<file path="src/rtl/regfile_pkg.sv">
// Shared defaults and helpers for the multi-port register file and its scoreboard.
// Latency: n/a (constants and a constant function only).
// Backpressure: n/a.
package regfile_pkg;

  localparam int DEF_WIDTH  = 16;
  localparam int DEF_DEPTH  = 8;
  localparam int DEF_NUM_RD = 2;

  // Register 0 is hardwired to zero and can never be marked busy.
  localparam int ZERO_REG = 0;

  // Register address width for a given number of registers.
  function automatic int calc_aw(input int depth);
    return $clog2(depth);
  endfunction

endpackage

</file>
<file path="src/rtl/regfile_scoreboard.sv">
// Busy-bit scoreboard: marks destination registers pending at issue, clears them on write-back.
// Latency: busy bits and count update on the rising edge; outputs are straight from registers.
// Backpressure: none; a set and a clear to the same register in one cycle resolve to busy.
//
// Ports:
//   clk, reset              clock, asynchronous active-high reset
//   i_set / i_set_addr      mark a register pending
//   i_clr0 / i_clr0_addr    write-back on write port 0 (clears busy)
//   i_clr1 / i_clr1_addr    write-back on write port 1 (clears busy)
//   o_busy_vec              current busy bits (bit 0 always 0)
//   o_busy_count            number of busy registers, kept as a running count
module regfile_scoreboard
  import regfile_pkg::*;
#(
  parameter int  DEPTH = DEF_DEPTH,
  localparam int AW    = calc_aw(DEPTH)
) (
  input  logic             clk,
  input  logic             reset,
  input  logic             i_set,
  input  logic [AW-1:0]    i_set_addr,
  input  logic             i_clr0,
  input  logic [AW-1:0]    i_clr0_addr,
  input  logic             i_clr1,
  input  logic [AW-1:0]    i_clr1_addr,
  output logic [DEPTH-1:0] o_busy_vec,
  output logic [AW:0]      o_busy_count
);

  localparam logic [AW-1:0] ZADDR = AW'(ZERO_REG);

  logic [DEPTH-1:0] r_busy;
  logic [AW:0]      r_count;

  logic             w_set_ok, w_clr0_ok, w_clr1_ok;
  logic             w_inc, w_dec0, w_dec1;
  logic [DEPTH-1:0] w_busy_nxt;

  assign w_set_ok  = i_set  && (i_set_addr  != ZADDR);
  assign w_clr0_ok = i_clr0 && (i_clr0_addr != ZADDR);
  assign w_clr1_ok = i_clr1 && (i_clr1_addr != ZADDR);

  // Count only real bit transitions: a set on an already-busy register adds
  // nothing, a clear overridden by a same-address set removes nothing, and
  // both write ports clearing the same register remove it once.
  assign w_inc  = w_set_ok && !r_busy[i_set_addr];
  assign w_dec0 = w_clr0_ok && r_busy[i_clr0_addr] &&
                  !(w_set_ok && (i_set_addr == i_clr0_addr));
  assign w_dec1 = w_clr1_ok && r_busy[i_clr1_addr] &&
                  !(w_set_ok && (i_set_addr == i_clr1_addr)) &&
                  !(w_clr0_ok && (i_clr0_addr == i_clr1_addr));

  always_comb begin
    w_busy_nxt = r_busy;
    if (w_clr0_ok) w_busy_nxt[i_clr0_addr] = 1'b0;
    if (w_clr1_ok) w_busy_nxt[i_clr1_addr] = 1'b0;
    // A new producer supersedes the one writing back this cycle.
    if (w_set_ok)  w_busy_nxt[i_set_addr]  = 1'b1;
    w_busy_nxt[ZERO_REG] = 1'b0;
  end

  always_ff @(posedge clk or posedge reset) begin
    if (reset) begin
      r_busy  <= '0;
      r_count <= '0;
    end else begin
      r_busy  <= w_busy_nxt;
      r_count <= r_count + (AW+1)'(w_inc) - (AW+1)'(w_dec0) - (AW+1)'(w_dec1);
    end
  end

  assign o_busy_vec   = r_busy;
  assign o_busy_count = r_count;

endmodule

</file>
<file path="src/rtl/regfile_mp_sb.sv">
// Multi-port register file (NUM_RD reads, 2 writes) with write-first bypass, zero register and busy scoreboard.
// Latency: reads combinational (READ_LATENCY=0) or registered one cycle (READ_LATENCY=1); rd_busy always combinational.
// Backpressure: none; every write and set is accepted the cycle it is presented, port 1 wins write conflicts.
//
// Ports:
//   clk, reset                  clock, asynchronous active-high reset
//   rd_addr / rd_data / rd_busy read ports, port k at slice k
//   we0/wa0/wd0, we1/wa1/wd1    write ports (port 1 has priority)
//   sb_set / sb_addr            mark destination register pending
//   busy_vec / busy_count       scoreboard state
module regfile_mp_sb
  import regfile_pkg::*;
#(
  parameter int  WIDTH        = DEF_WIDTH,
  parameter int  DEPTH        = DEF_DEPTH,
  parameter int  NUM_RD       = DEF_NUM_RD,
  parameter int  READ_LATENCY = 0,
  localparam int AW           = calc_aw(DEPTH)
) (
  input  logic                    clk,
  input  logic                    reset,
  input  logic [NUM_RD*AW-1:0]    rd_addr,
  output logic [NUM_RD*WIDTH-1:0] rd_data,
  output logic [NUM_RD-1:0]       rd_busy,
  input  logic                    we0,
  input  logic [AW-1:0]           wa0,
  input  logic [WIDTH-1:0]        wd0,
  input  logic                    we1,
  input  logic [AW-1:0]           wa1,
  input  logic [WIDTH-1:0]        wd1,
  input  logic                    sb_set,
  input  logic [AW-1:0]           sb_addr,
  output logic [DEPTH-1:0]        busy_vec,
  output logic [AW:0]             busy_count
);

  localparam logic [AW-1:0] ZADDR = AW'(ZERO_REG);

  logic [WIDTH-1:0] r_mem [DEPTH];
  logic             w_wr0, w_wr1;

  assign w_wr0 = we0 && (wa0 != ZADDR);
  assign w_wr1 = we1 && (wa1 != ZADDR);

  // Port 1 is applied last so it wins a same-address conflict.
  always_ff @(posedge clk or posedge reset) begin
    if (reset) begin
      for (int i = 0; i < DEPTH; i++) r_mem[i] <= '0;
    end else begin
      if (w_wr0) r_mem[wa0] <= wd0;
      if (w_wr1) r_mem[wa1] <= wd1;
    end
  end

  for (genvar k = 0; k < NUM_RD; k++) begin : g_rd
    logic [AW-1:0]    w_addr;
    logic [WIDTH-1:0] w_eff;

    assign w_addr = rd_addr[k*AW +: AW];

    // Write-first bypass: a read sees the write landing at the coming edge.
    always_comb begin
      w_eff = r_mem[w_addr];
      if (w_wr0 && (wa0 == w_addr)) w_eff = wd0;
      if (w_wr1 && (wa1 == w_addr)) w_eff = wd1;
      if (w_addr == ZADDR)          w_eff = '0;
    end

    // Busy reflects state before the edge; a same-cycle clear is not bypassed.
    assign rd_busy[k] = busy_vec[w_addr];

    if (READ_LATENCY == 0) begin : g_comb
      assign rd_data[k*WIDTH +: WIDTH] = w_eff;
    end else begin : g_reg
      logic [WIDTH-1:0] r_rd;
      always_ff @(posedge clk or posedge reset) begin
        if (reset) r_rd <= '0;
        else       r_rd <= w_eff;
      end
      assign rd_data[k*WIDTH +: WIDTH] = r_rd;
    end
  end

  regfile_scoreboard #(
    .DEPTH(DEPTH)
  ) u_sb (
    .clk         (clk),
    .reset       (reset),
    .i_set       (sb_set),
    .i_set_addr  (sb_addr),
    .i_clr0      (we0),
    .i_clr0_addr (wa0),
    .i_clr1      (we1),
    .i_clr1_addr (wa1),
    .o_busy_vec  (busy_vec),
    .o_busy_count(busy_count)
  );

endmodule

</file>
<file path="config.mk">
export PLATFORM = sky130hd
export DESIGN_NAME = regfile_mp_sb
export DESIGN_NICKNAME = d
export VERILOG_FILES = /design/src/rtl/regfile_pkg.sv /design/src/rtl/regfile_scoreboard.sv /design/src/rtl/regfile_mp_sb.sv
export SDC_FILE = /design/constraint.sdc
export NUM_CORES = 1
export LEC_CHECK = 0
export ABC_AREA = 1
export BUFFER_PORTS_ARGS = -buffer_cell sky130_fd_sc_hd__buf_2
export CAP_MARGIN = 10
export CORE_MARGIN = 5
export CORE_UTILIZATION = 45
export DETAILED_ROUTE_END_ITERATION = 6
export HOLD_SLACK_MARGIN = 0.1
export PLACE_DENSITY = 0.66
export SYNTH_ARGS = -nofsm -noshare
export SYNTH_HDL_FRONTEND = slang
export SYNTH_SLANG_ARGS = --single-unit
</file>
<file path="constraint.sdc">
create_clock -name clk -period 4.8 [get_ports clk]
set_input_delay 0.96 -clock clk [delete_from_list [all_inputs] [get_ports clk]]
set_output_delay 0.96 -clock clk [all_outputs]
set_load 0.02 [all_outputs]
</file>
==> results list <==
* Element type at the critical path end: primary output
* Die Outline Area: 26,700 sq um
- Total of max-cap violations: 0
* Antenna violations before repair: 0
* Data arrival time of the worst path: roughly 3.3 ns
* Max stage delay cell, worst path: buf_2
- Worst Path Buf+Inv: 3
* Initial DRC count: ~1,400
- The worst hold path begins at r_mem[127]$_DFF_PP0_.
- Static power due to leakage: 6.07 nW
- Crit share post-route: 0.894
* Sequence of cells on the critical path: buf_2 -> inv_2 -> nand2_1 -> nand2_1 -> nor2_8 -> nand3_4 -> nand2_1 -> nor2_1 -> nor2_1 -> nor2_1 -> buf_2
* Final setup fails: 0
- TritonCTS created 17 clock buffers.
* Residual overflow from global routing: 0
* Number of cells on the worst reg-to-reg path: 10
- For hold timing, the worst endpoint is r_mem[127]$_DFF_PP0_.
- The synthesized design contains 0 enable-type register cells.
- The worst path needs around 4.3 ns of the cycle, external delays included.
* Root Buffer: clkbuf_16
- Remaining antenna violation count: 0
- Before CTS, the worst setup slack after placement is between 0.6 and 0.7 ns.
* Register bit total from synthesis: 139
- Hold-fix buffers, CTS: 0
- The final hold violation count was 0.
- VDD IR max: roughly 0.22 mV
- For this run, design rule violations remaining after detail routing come to 0.
- Entering global routing, the biggest net connects 99 pins.
- The clock passes through at most 2 buffers.
- The final layout contains routed wiring with a total length of between 30,000 and 40,000 um.
- Async set-or-reset flop fraction in the synthesized netlist: 1.00
* Global-route wire length before repair: around 62,000 um
* Count of unique library cells instantiated by Yosys: 39
- Routability-driven placement finished with a final weighted congestion of 0.954.
- Using the TritonRoute via totals, the vias-per-cell ratio works out to between 5 and 6.
- During I/O placement, the number of pins put on the boundary was 98.
- Routed wire length per instance: 20.3 um
* Launching point of the worst reg2reg path: u_sb.o_busy_vec[1]$_DFF_PP0_
- The clock arrives with around 0.0056 ns of skew.
- Hold Path Cell Cnt: 0
* Result of the run: finished, final reports clean
- Chip Height: between 150 and 200 um
* Core Footprint: ~23,000 sq um
* Syn nets: about 1,700
- For this configuration, the core starts out at a cell density of 0.454.
* Post CTS Setup Buffer Count: 0
- In this run the cell area of the synthesized design comes to 10,600 sq um.
* Fraction of final layout cells sized beyond drive strength 1: 0.118
* Length of the first detailed-routing pass in iterations: 6
- CTS H-tree lvls: 4
* Port buffer count: 96
- Total inserted antenna cells: 0
- Endpoint of the lowest-slack register-to-register path: u_sb.o_busy_count[3]$_DFF_PP0_
- For this run, the leading register cell type out of synthesis is dfrtp_1.
* Number of standard-cell rows in the floorplan: between 50 and 60
- Post-synth top area share: 0.328
* Top area cells in the synthesized netlist: dfrtp_1 33%, nand2_1 17%, o21ai_0 9.3%, o211ai_1 7.9%, nand3_1 6.8%
* Growth of design area from synthesis to finish: 9.95%
* Clk Latency, worst-skew pair: 0.43 ns
- Of the synthesized area, sequential elements account for 0.328.
- Derived from the worst setup path, the maximum achievable clock frequency is between 0.2 and 0.25 GHz.
- In this design, the stage delay of the slowest critical-path cell is between 0.3 and 0.4 ns.
* Mean cell area of the mapped netlist: between 6 and 7 sq um
- Summed over all instances, the cell type with the most area after synthesis is dfrtp_1.
- The clock drives 139 sinks.
- CP Data Required Time: 3.84 ns
* Clock-pin slew of the registers on the worst-case setup and hold paths: ~0.06 ns
* Crit path kind: input port to primary output
- Setup total negative slack on the finished layout was measured at 0 ns.
- Total Nets Final: between 1,500 and 2,000
* Largest delay share family, worst path: simple AND/OR/NAND/NOR gates
- Of all nets on the critical path, the largest fanout is 25.
* RSZ-0062 raised after global routing: false
- Via count of the first global-routing pass: between 10,000 and 15,000
- The min-delay analysis places its worst path in the category register to register.
- The worst setup path is launched from an input port.
- TritonCTS built the clock tree.
- The final route contains 11,400 vias.
- HPWL reported at the end of detailed placement: between 20,000 and 30,000 um
- Slew Limit Headroom: 0.294
* Gr usage total: 0.299
* YS warnings: 0
- Post-CTS repair changed the size of 0 cells.
- The cell count after synthesis came out at between 1,500 and 2,000.
* Die W: ~160 um
- Pins over their slew limit: 0
- For the pin with the worst max-slew slack, the measured transition is between 1 and 1.5 ns.
* Setup slack after layout: roughly 0.51 ns
- Hold timing on the final database bottoms out at a slack of 0.400 ns.
* Power per cell area: between 300 and 400 nW/um^2
* R2R Setup Slk: 2.18 ns
==> where the power goes <==
group	switching [mW]	leakage (nW)	internal (mW)
clock network	0.548	0.294	0.872
logic	0.883	4.13	0.486
registers	0.184	1.65	1.41
total	1.62	6.07	2.77
==> metal layers <==
metal / wire length [um] / vias up / GRT usage
li1: - / 5326 / -
met2: 17300 / 659 / 0.465
met4: 1450 / 0 / 0.120
met1: 17100 / 5333 / 0.418
met5: 0 / - / 0
met3: 3950 / 104 / 0.0477
==> cells in the mapped netlist, types with 3 or more instances <==
cell / count
a21oi_1: 29
buf_1: 4
buf_2: 54
buf_4: 12
buf_6: 6
clkbuf_1: 75
dfrtp_1: 139
ha_1: 3
inv_1: 161
inv_2: 6
nand2_1: 466
nand2_2: 4
nand3_1: 144
nand3_2: 5
nand4_1: 30
nor2_1: 126
o211ai_1: 112
o21ai_0: 196
o21ai_1: 15
o31ai_1: 4
xnor2_1: 16
==> layout make-up <==
type | count | area (sq um)
flip-flops and latches | 139 | 3480
fillers | 2389 | 11700
inverters | 167 | 632
clock buffers | 22 | 484
well taps | 319 | 399
repair buffers | 134 | 766
multi-input cells | 1174 | 5750
clock inverters | 10 | 139
==> kinds of logic (layout without fill, tap and decap cells) <==
| logic type | Yosys count | count (layout) | share of synthesized area |
|---|---|---|---|
| compound gates | 362 | 362 | 0.201 |
| simple gates | 787 | 787 | 0.316 |
| fa+ha+maj | 5 | 5 | 0.00732 |
| flops | 139 | 139 | 0.328 |
| xor+xnor | 19 | 19 | 0.0182 |
| other cells | 1 | 1 | 0.000354 |
| buf+inv | 319 | 333 | 0.129 |
==> cell usage in the layout, fill, tap and decap left out, types with 3 or more instances in the layout <==
master,instances
nand2_2,4
nand2_1,466
nand4_1,30
bufinv_16,3
xnor2_1,16
dfrtp_1,139
clkinvlp_4,4
o211ai_1,112
o21ai_0,196
a21oi_1,29
inv_2,7
o21ai_1,15
clkbuf_16,17
inv_1,159
nand3_2,5
buf_4,38
nor2_1,126
nand3_1,144
buf_2,96
ha_1,3
o31ai_1,4
clkbuf_8,4
==> sequential cells by signal (all words and copies together) (netlist names) <==
signal,cells
r_mem,128
u_sb.o_busy_vec,7
u_sb.o_busy_count,4
==> stage by stage <==
| step | cell area [sq um] | power (mW) | util | instances |
|---|---|---|---|---|
| after floorplan | 10600 | 2.57 | - | 1632 |
| after detailed placement | 11000 | 2.96 | 0.472 | 1933 |
| final | 11600 | 4.38 | 0.499 | 1965 |
| after global placement | 11000 | 2.93 | 0.472 | 1933 |
| after global routing | 11600 | 4.65 | 0.499 | 1965 |
| after CTS | 11600 | 4.37 | 0.499 | 1965 |
==> worst reg2reg max path, stage by stage (launching register included) <==
cell	delay, ns
dfrtp_1	0.40
inv_1	0.18
nor3_1	0.07
o21ai_0	0.22
a21oi_1	0.14
fa_1	0.51
inv_1	0.05
ha_1	0.17
ha_1	0.22
fa_1	0.40
xor2_1	0.17
==> worst max-delay path by stage <==
stage | start | to | slack, ns | cells past startpoint
6_report | rd_addr[0] | rd_data[15] | 0.51 | 11
3_3_place_gp | rd_addr[0] | rd_data[15] | 0.65 | 11
3_5_place_dp | rd_addr[0] | rd_data[3] | 0.62 | 11
2_1_floorplan | reset | r_mem[0]$_DFF_PP0_ | 0.12 | 1
4_1_cts | rd_addr[0] | rd_data[15] | 0.59 | 11
5_1_grt | rd_addr[0] | rd_data[15] | 0.36 | 11
No activity file was read; power rests on OpenSTA's default activity.
